`src/rtl/uart_tx_feeder.sv`:
```
// Purpose: word FIFO feeding a UART transmitter, one frame in flight, sticky overflow/timeout flags.
// Latency: a word written into an empty idle FIFO launches (DATA_VALID) one edge after the write edge.
// Backpressure: writes are dropped while FULL (sets OVERFLOW); launches wait for BUSY low in IDLE.
module uart_tx_feeder #(
  parameter int DATA_WIDTH = 8,
  parameter int DEPTH      = 8,
  parameter int BUSY_TMO   = 4
) (
  input  logic                    CLK,
  input  logic                    RST,
  input  logic                    WR_EN,
  input  logic [DATA_WIDTH-1:0]   WR_DATA,
  input  logic                    CLR_ERR,
  input  logic                    BUSY,
  output logic                    FULL,
  output logic                    EMPTY,
  output logic [$clog2(DEPTH):0]  COUNT,
  output logic [DATA_WIDTH-1:0]   P_DATA,
  output logic                    DATA_VALID,
  output logic                    OVERFLOW,
  output logic                    TX_ERR
);

  localparam int AW = $clog2(DEPTH);
  localparam int PW = AW + 1;
  localparam int TW = $clog2(BUSY_TMO) + 1;

  localparam logic [PW-1:0] PTR_ONE   = PW'(1);
  localparam logic [PW-1:0] DEPTH_CNT = PW'(DEPTH);
  localparam logic [TW-1:0] TMO_ONE   = TW'(1);
  localparam logic [TW-1:0] TMO_LAST  = TW'(BUSY_TMO - 1);

  typedef enum logic [1:0] {
    ST_IDLE,
    ST_LAUNCH,
    ST_WAIT_BUSY,
    ST_WAIT_DONE
  } state_t;

  state_t                  state_q, state_d;
  logic [DATA_WIDTH-1:0]   mem_q [DEPTH];
  logic [PW-1:0]           wr_ptr_q, wr_ptr_d;
  logic [PW-1:0]           rd_ptr_q, rd_ptr_d;
  logic [PW-1:0]           count_q, count_d;
  logic                    full_q, full_d;
  logic                    empty_q, empty_d;
  logic [DATA_WIDTH-1:0]   pdata_q, pdata_d;
  logic                    dv_q, dv_d;
  logic                    ovf_q, ovf_d;
  logic                    txerr_q, txerr_d;
  logic [TW-1:0]           tmo_q, tmo_d;
  logic                    wr_acc;
  logic                    pop;
  logic                    tmo_evt;

  // FIFO bookkeeping: accepted write, pop on launch, next pointers and flags after the edge
  always_comb begin
    wr_acc   = WR_EN && !full_q;
    pop      = (state_q == ST_IDLE) && !empty_q && !BUSY;
    wr_ptr_d = wr_acc ? (wr_ptr_q + PTR_ONE) : wr_ptr_q;
    rd_ptr_d = pop ? (rd_ptr_q + PTR_ONE) : rd_ptr_q;
    count_d  = wr_ptr_d - rd_ptr_d;
    full_d   = (count_d == DEPTH_CNT);
    empty_d  = (count_d == '0);
  end

  // Launch/handshake FSM next-state; P_DATA only reloads when leaving IDLE
  always_comb begin
    state_d = state_q;
    tmo_d   = tmo_q;
    tmo_evt = 1'b0;
    pdata_d = pdata_q;
    dv_d    = 1'b0;
    case (state_q)
      ST_IDLE: begin
        if (pop) begin
          pdata_d = mem_q[rd_ptr_q[AW-1:0]];
          dv_d    = 1'b1;
          state_d = ST_LAUNCH;
        end
      end
      ST_LAUNCH: begin
        tmo_d   = '0;
        state_d = ST_WAIT_BUSY;
      end
      ST_WAIT_BUSY: begin
        if (BUSY) begin
          state_d = ST_WAIT_DONE;
        end else if (tmo_q == TMO_LAST) begin
          // Transmitter never acknowledged: drop the word rather than retry
          tmo_evt = 1'b1;
          state_d = ST_IDLE;
        end else begin
          tmo_d = tmo_q + TMO_ONE;
        end
      end
      ST_WAIT_DONE: begin
        if (!BUSY) state_d = ST_IDLE;
      end
      default: state_d = ST_IDLE;
    endcase
  end

  // Sticky error flags: a new error event beats a same-cycle clear
  always_comb begin
    ovf_d   = (WR_EN && full_q) ? 1'b1 : (CLR_ERR ? 1'b0 : ovf_q);
    txerr_d = tmo_evt ? 1'b1 : (CLR_ERR ? 1'b0 : txerr_q);
  end

  // Control and output registers with synchronous reset
  always_ff @(posedge CLK) begin
    if (RST) begin
      state_q  <= ST_IDLE;
      wr_ptr_q <= '0;
      rd_ptr_q <= '0;
      count_q  <= '0;
      full_q   <= 1'b0;
      empty_q  <= 1'b1;
      pdata_q  <= '0;
      dv_q     <= 1'b0;
      ovf_q    <= 1'b0;
      txerr_q  <= 1'b0;
      tmo_q    <= '0;
    end else begin
      state_q  <= state_d;
      wr_ptr_q <= wr_ptr_d;
      rd_ptr_q <= rd_ptr_d;
      count_q  <= count_d;
      full_q   <= full_d;
      empty_q  <= empty_d;
      pdata_q  <= pdata_d;
      dv_q     <= dv_d;
      ovf_q    <= ovf_d;
      txerr_q  <= txerr_d;
      tmo_q    <= tmo_d;
    end
  end

  // Storage array; contents need no reset since pointers define validity
  always_ff @(posedge CLK) begin
    if (wr_acc) mem_q[wr_ptr_q[AW-1:0]] <= WR_DATA;
  end

  assign FULL       = full_q;
  assign EMPTY      = empty_q;
  assign COUNT      = count_q;
  assign P_DATA     = pdata_q;
  assign DATA_VALID = dv_q;
  assign OVERFLOW   = ovf_q;
  assign TX_ERR     = txerr_q;

endmodule

```
`config.mk`:
```
export PLATFORM = sky130hd
export DESIGN_NAME = uart_tx_feeder
export DESIGN_NICKNAME = d
export VERILOG_FILES = /design/src/rtl/uart_tx_feeder.sv
export SDC_FILE = /design/constraint.sdc
export NUM_CORES = 1
export LEC_CHECK = 0
export ABC_AREA = 1
export ABC_CLOCK_PERIOD_IN_PS = 2050
export CORE_ASPECT_RATIO = 0.75
export CORE_MARGIN = 2
export CORE_UTILIZATION = 25
export DETAILED_ROUTE_END_ITERATION = 10
export GPL_TIMING_DRIVEN = 0
export PLACE_DENSITY = 0.41
export SLEW_MARGIN = 20
export SYNTH_ARGS = -nofsm -noshare
export SYNTH_HDL_FRONTEND = slang
export SYNTH_SLANG_ARGS = --single-unit
export TNS_END_PERCENT = 100
```
`constraint.sdc`:
```
create_clock -name CLK -period 2.05 [get_ports CLK]
set_input_delay 0.3075 -clock CLK [delete_from_list [all_inputs] [get_ports CLK]]
set_output_delay 0.3075 -clock CLK [all_outputs]
set_load 0.02 [all_outputs]
```
### Yosys cells after proc, flatten, opt, wreduce, memory -nomap -nowiden

Memories as Yosys holds them, arrays and structs flattened. A register that Yosys moved wholly into a read port is not among the register bits.
Index checks and enable logic that the tools add are counted.

* register bits after elaboration: 22
* RAM bits: 64
* input port bits: 13
* memories kept: 1

* add/subtract/negate cells: 4
* equal/unequal tests: 10
* multiplexer cells: 19
* bitwise gates (word level): 1
* reductions and logical operators: 16

Memory list
* mem_q: depth 8, bits a word 8, rd ports 1, clocked after Yosys merged registers in 1, write ports 1, RTL line 41 `logic [DATA_WIDTH-1:0] mem_q [DEPTH];`

Operators with widths (count)
* $mux W1: 9
* $add A4 B1 Y4 const B: 2
* $mux W2: 4
* $mux W4: 2
* $ne A2 B2 Y1 const B: 4
* $pmux W2 S4: 1
* $mux W3: 2
* $pmux W3 S2: 1
* $reduce_and A3 Y1: 2
* $reduce_bool A2 Y1: 3
* $eq A2 B2 Y1 const B: 2
* $eq A4 B4 Y1 const B: 1
* $logic_and A1 B1 Y1: 4
* $logic_not A4 Y1: 1
* $sub A4 B4 Y4: 1
* $add A3 B1 Y3 const B: 1
* $eq A3 B2 Y1 const B: 1
* $logic_not A1 Y1: 3
* $ne A3 B3 Y1 const B: 1
* $eq A2 B1 Y1 const B: 1
* $logic_not A2 Y1: 1
* $reduce_and A2 Y1: 1
* $reduce_or A2 Y1: 1
* $not A1 Y1: 1

### Logic depth before layout (Yosys ltp)

Gate-level depths: netlist (run 1).

* word-level depth: 6
* depth in mapped cells: 15
* mapped depth without buffers: 15

### Worst setup path after synthesis (run 1)

OpenSTA, ideal clock, no wires.

* path kind: register -> register
* start point: reg empty_q (netlist: EMPTY)
* end point: reg empty_q (netlist: EMPTY)
* arrival time: 2.051 ns
* slack: -0.069 ns
* cell stages (with the launch flop): 11
* clock period less this slack: 2.119 ns
* cells stage by stage: dfxtp_1 nor2_2 nand2_4 buf_2 xor2_1 inv_1 ha_1 fa_1 xor2_1 nand3_1 o21bai_2

* word-level cells in the longest chain between the ends: 6

Ends and longest elaborated chain
* start: declaration: RTL line 46 `logic empty_q, empty_d;`
* start signal: assignment: RTL line 130 `empty_q <= empty_d;`
* $logic_not A1 Y1: RTL line 59 `pop = (state_q == ST_IDLE) && !empty_q && !BUSY;`
* $logic_and A1 B1 Y1 (2 in a row): RTL line 59
* $mux W4: RTL line 61 `rd_ptr_d = pop ? (rd_ptr_q + PTR_ONE) : rd_ptr_q;`
* via rd_ptr_d[0]: RTL line 43 `logic [PW-1:0] rd_ptr_q, rd_ptr_d;`
* $sub A4 B4 Y4: RTL line 62 `count_d = wr_ptr_d - rd_ptr_d;`
* $logic_not A4 Y1: RTL line 64 `empty_d = (count_d == '0);`

The timed path passes the listed nets, and every way through them passes these cells.
A chain may end at the register's enable or synchronous reset.

### Final worst setup path (run 1)

* start point: reg state_q[0]
* end point: reg empty_q (netlist: EMPTY)

* word-level cells in the longest chain between the ends: 6

Ends and longest elaborated chain
* start: declaration: RTL line 40 `state_t state_q, state_d;`
* start signal: assignment: RTL line 125 `state_q <= state_d;`
* $logic_not A2 Y1: RTL line 59
* $logic_and A1 B1 Y1 (2 in a row): RTL line 59
* $mux W4: RTL line 61
* via rd_ptr_d[0]: RTL line 43
* $sub A4 B4 Y4: RTL line 62
* $logic_not A4 Y1: RTL line 64

The timed path passes the listed nets, and every way through them passes these cells.

==> metrics, run 1 <==
count of max-cap constraint violations=0; initial antenna violation count=0; Leakage=1.728 nW; first drt pass iteration count=4; relative contribution of sequential cells to total power=0.376; smallest setup slack after layout=0.06813 ns; area growth from synthesis to layout=27.06%; Setup CP Type=flop to flop; core area=15180 um^2; net count of the finished layout=431; top-area cell type share of the netlist area=0.4966; Final Hold Vio Count=0; power per unit of standard cell area=1280 nW/um^2; number of pins exceeding their max-slew limit in the final report=0; post-synthesis register bit count=94; remaining routing DRC violations=0; crit end category=flop; post-synth cell types=29; Clock Tree Buf Depth=2; number of core rows=39; die footprint=16500 um^2; count of buffers inserted at the top-level ports=28; top fanout value on the critical path=6; Avg WL per Cell=16.07 um; root buffer selected by CTS=clkbuf_16; final worst path period share=0.9668; net switching power of the design=2.123 mW; Placer Congestion=0.7338; number of placed instances, taps included=596; worst slew margin relative to its limit=0.2982; Synth area leader=edfxtp_1; fraction of final layout cells with drive strength greater than 1=0.1711; worst slack at placement=-0.9039 ns; latest clock arrival within the worst-skew pair=0.34 ns; transition time at the pin with the least slew margin=1.049 ns; cell with the largest stage delay on the worst path=fa_2; family with the most delay on the worst path=adder cells; largest net degree at the start of global routing=19; path category of the worst min-delay check=input port to flop; number of vias per cell=4.303; floorplan die width=147.7 um; time the final worst path needs with I/O delays and setup=1.982 ns; First DRT Iteration DRCs=171; total chip power=6.293 mW; outcome=finished clean; highest attainable clock frequency=504.6 MHz; die boundary height=111.8 um; CTS Buf Count=9; synthesis warning total=0; Critical Path, Cell by Cell=nor2_4 -> nand2_4 -> buf_12 -> xor2_4 -> inv_2 -> ha_4 -> fa_2 -> nand3_2 -> o21bai_2; crit path buf inv count=2; Finished Layout Cells=620; worst slack on hold paths=0.4084 ns; grt ovf=0; hpwl dp=6338 um; clock tree from TritonCTS=built; power share of the combinational group=0.339; antenna viol nets, final=0; arrival time at the worst endpoint=2.26 ns; number of sinks driven by the clock tree=94; Detailed Route WL=9964 um; skew final=0.006357 ns; Avg Synthesized Cell Area=10.66 um^2; setup repair after global routing missed its margin=yes; number of top-level pins=30; cells taking the most area after synthesis=edfxtp_1 50%, dfxtp_1 16%, nor2_1 6.7%; instance count of the mapped netlist=363; # diodes=0; synthesized net count=384; internal power summed over all cells=4.170 mW; effective utilization at floorplan=0.2550; required time worst endpoint=2.32 ns; via count of the first global-routing pass=2550; number of H-tree levels=3; Worst setup SP type=flop; peak ir drop on the vdd network=0.3920 mV; cell area after synthesis=3870 um^2; power share of the clock group=0.286; register clock-pin slew on the reported worst setup and hold paths=0.07 ns; GRT Util Overall=0.1266; switching part of the total=0.3373; proportion of synthesized chip area in sequential cells=0.6518; vias=2668; slowest cell delay on critical path=0.54 ns; final count of negative-setup-slack endpoints=0; wire length of the first global-routing pass=15080 um
power by group through the flow:
stage                     Clock (mW)  Combinational (mW)  Sequential (mW)
after detailed placement           0                1.84             2.40
after global routing            1.92                2.35             2.38
after global placement             0                1.83             2.40
after CTS                       1.84                2.02             2.37
after floorplan                    0                1.07             2.50
final                           1.80                2.13             2.36
timing repair:
action / 4_1_cts / 5_1_grt
buffers inserted: 6 / 3
endpoints found under the hold margin: 0 / 0
cloned: 0 / 0
pin swaps: 7 / 2
endpoints found under the setup margin: 32 / 44
hold buffers: 0 / 0
resized for setup: 20 / 11
per-stage QoR:
stage	utilization	cell area, um^2	TNS, ns
4_1_cts	0.3196	4851	-0.01163
3_5_place_dp	0.2905	4409	-24.21
2_1_floorplan	-	3872	0
6_report	0.3240	4917	0
3_3_place_gp	0.2905	4409	-23.24
5_1_grt	0.3240	4917	-0.7243
cells in the mapped netlist (all sizes together):
cell,number
inv,26
nand3,10
xor2,3
buf,14
a41oi,1
o21ai,43
fa,1
nand2,49
o211ai,16
nand4,1
edfxtp,64
a21oi,15
dfxtp,30
a31oi,2
nor2,74
nand3b,1
o21bai,2
clkbuf,3
ha,7
or2,1
sequential cells by signal (all words and copies together), names as in the netlist:
signal and count:
mem_q 64, state_q 2, TX_ERR 1, P_DATA 8, EMPTY 1, tmo_q 3
FULL 1, OVERFLOW 1, wr_ptr_q 4, COUNT 4, rd_ptr_q 4, DATA_VALID 1
worst register-to-register path: stages, from the launching register on:
cell and delay [ns]:
dfxtp_4 0.36, nor2_4 0.15, nand2_4 0.12, buf_12 0.15
xor2_4 0.15, inv_2 0.06, ha_4 0.16, fa_2 0.54
nand3_2 0.11, o21bai_2 0.11
final timing paths:
check | start | end | slack [ns] | depth (start not counted)
max | state_q[0] | EMPTY | 0.07 | 9
min | RST | tmo_q[2] | 0.41 | 2
max reg2reg | state_q[0] | EMPTY | 0.07 | 9
min reg2reg | tmo_q[2] | tmo_q[2] | 0.46 | 2
area by class of cell:
| class | count | area (um^2) |
|---|---|---|
| Multi-Input combinational cell | 226 | 1257 |
| Fill cell | 1516 | 10260 |
| Inverter | 26 | 105.1 |
| Timing Repair Buffer | 37 | 346.6 |
| Buffer | 16 | 100.1 |
| Sequential cell | 94 | 2529 |
| Tap cell | 205 | 256.5 |
| Clock inverter | 6 | 93.84 |
| Clock buffer | 10 | 229.0 |
cells in the final DEF (no fill, tap or decap), drive strengths merged, types with 3 or more instances in the layout:
cell / count
a21oi: 15
buf: 22
clkbuf: 13
clkdlybuf4s50: 27
dfxtp: 30
edfxtp: 64
ha: 7
inv: 28
nand2: 49
nand3: 10
nor2: 74
o211ai: 16
o21ai: 43
xor2: 3
kinds of logic (layout without fill, tap and decap cells):
family | Yosys count | count (layout) | synth area share
flip-flops | 94 | 94 | 0.6518
adder cells (fa/ha/maj) | 8 | 8 | 0.02780
buffers and inverters | 43 | 95 | 0.04849
AND/OR/NAND/NOR | 136 | 136 | 0.1458
AO/OA/AOI/OAI | 79 | 79 | 0.1193
XOR/XNOR | 3 | 3 | 0.006791
metal layers:
layer / part of all wire / vias to the layer above / GRT usage
met5: 0 / - / 0
met3: 0.033 / 6 / 0.02951
met2: 0.43 / 47 / 0.1864
li1: - / 1338 / -
met1: 0.53 / 1277 / 0.1852
met4: 0.011 / 0 / 0.03718
No activity file was read; power rests on OpenSTA's default activity.
==> inputs of run 2 (changes only) <==
- CAP_MARGIN: not set -> 10
==> results of run 2 <==
Final layout, timing and power as in run 1 (identical DEF).
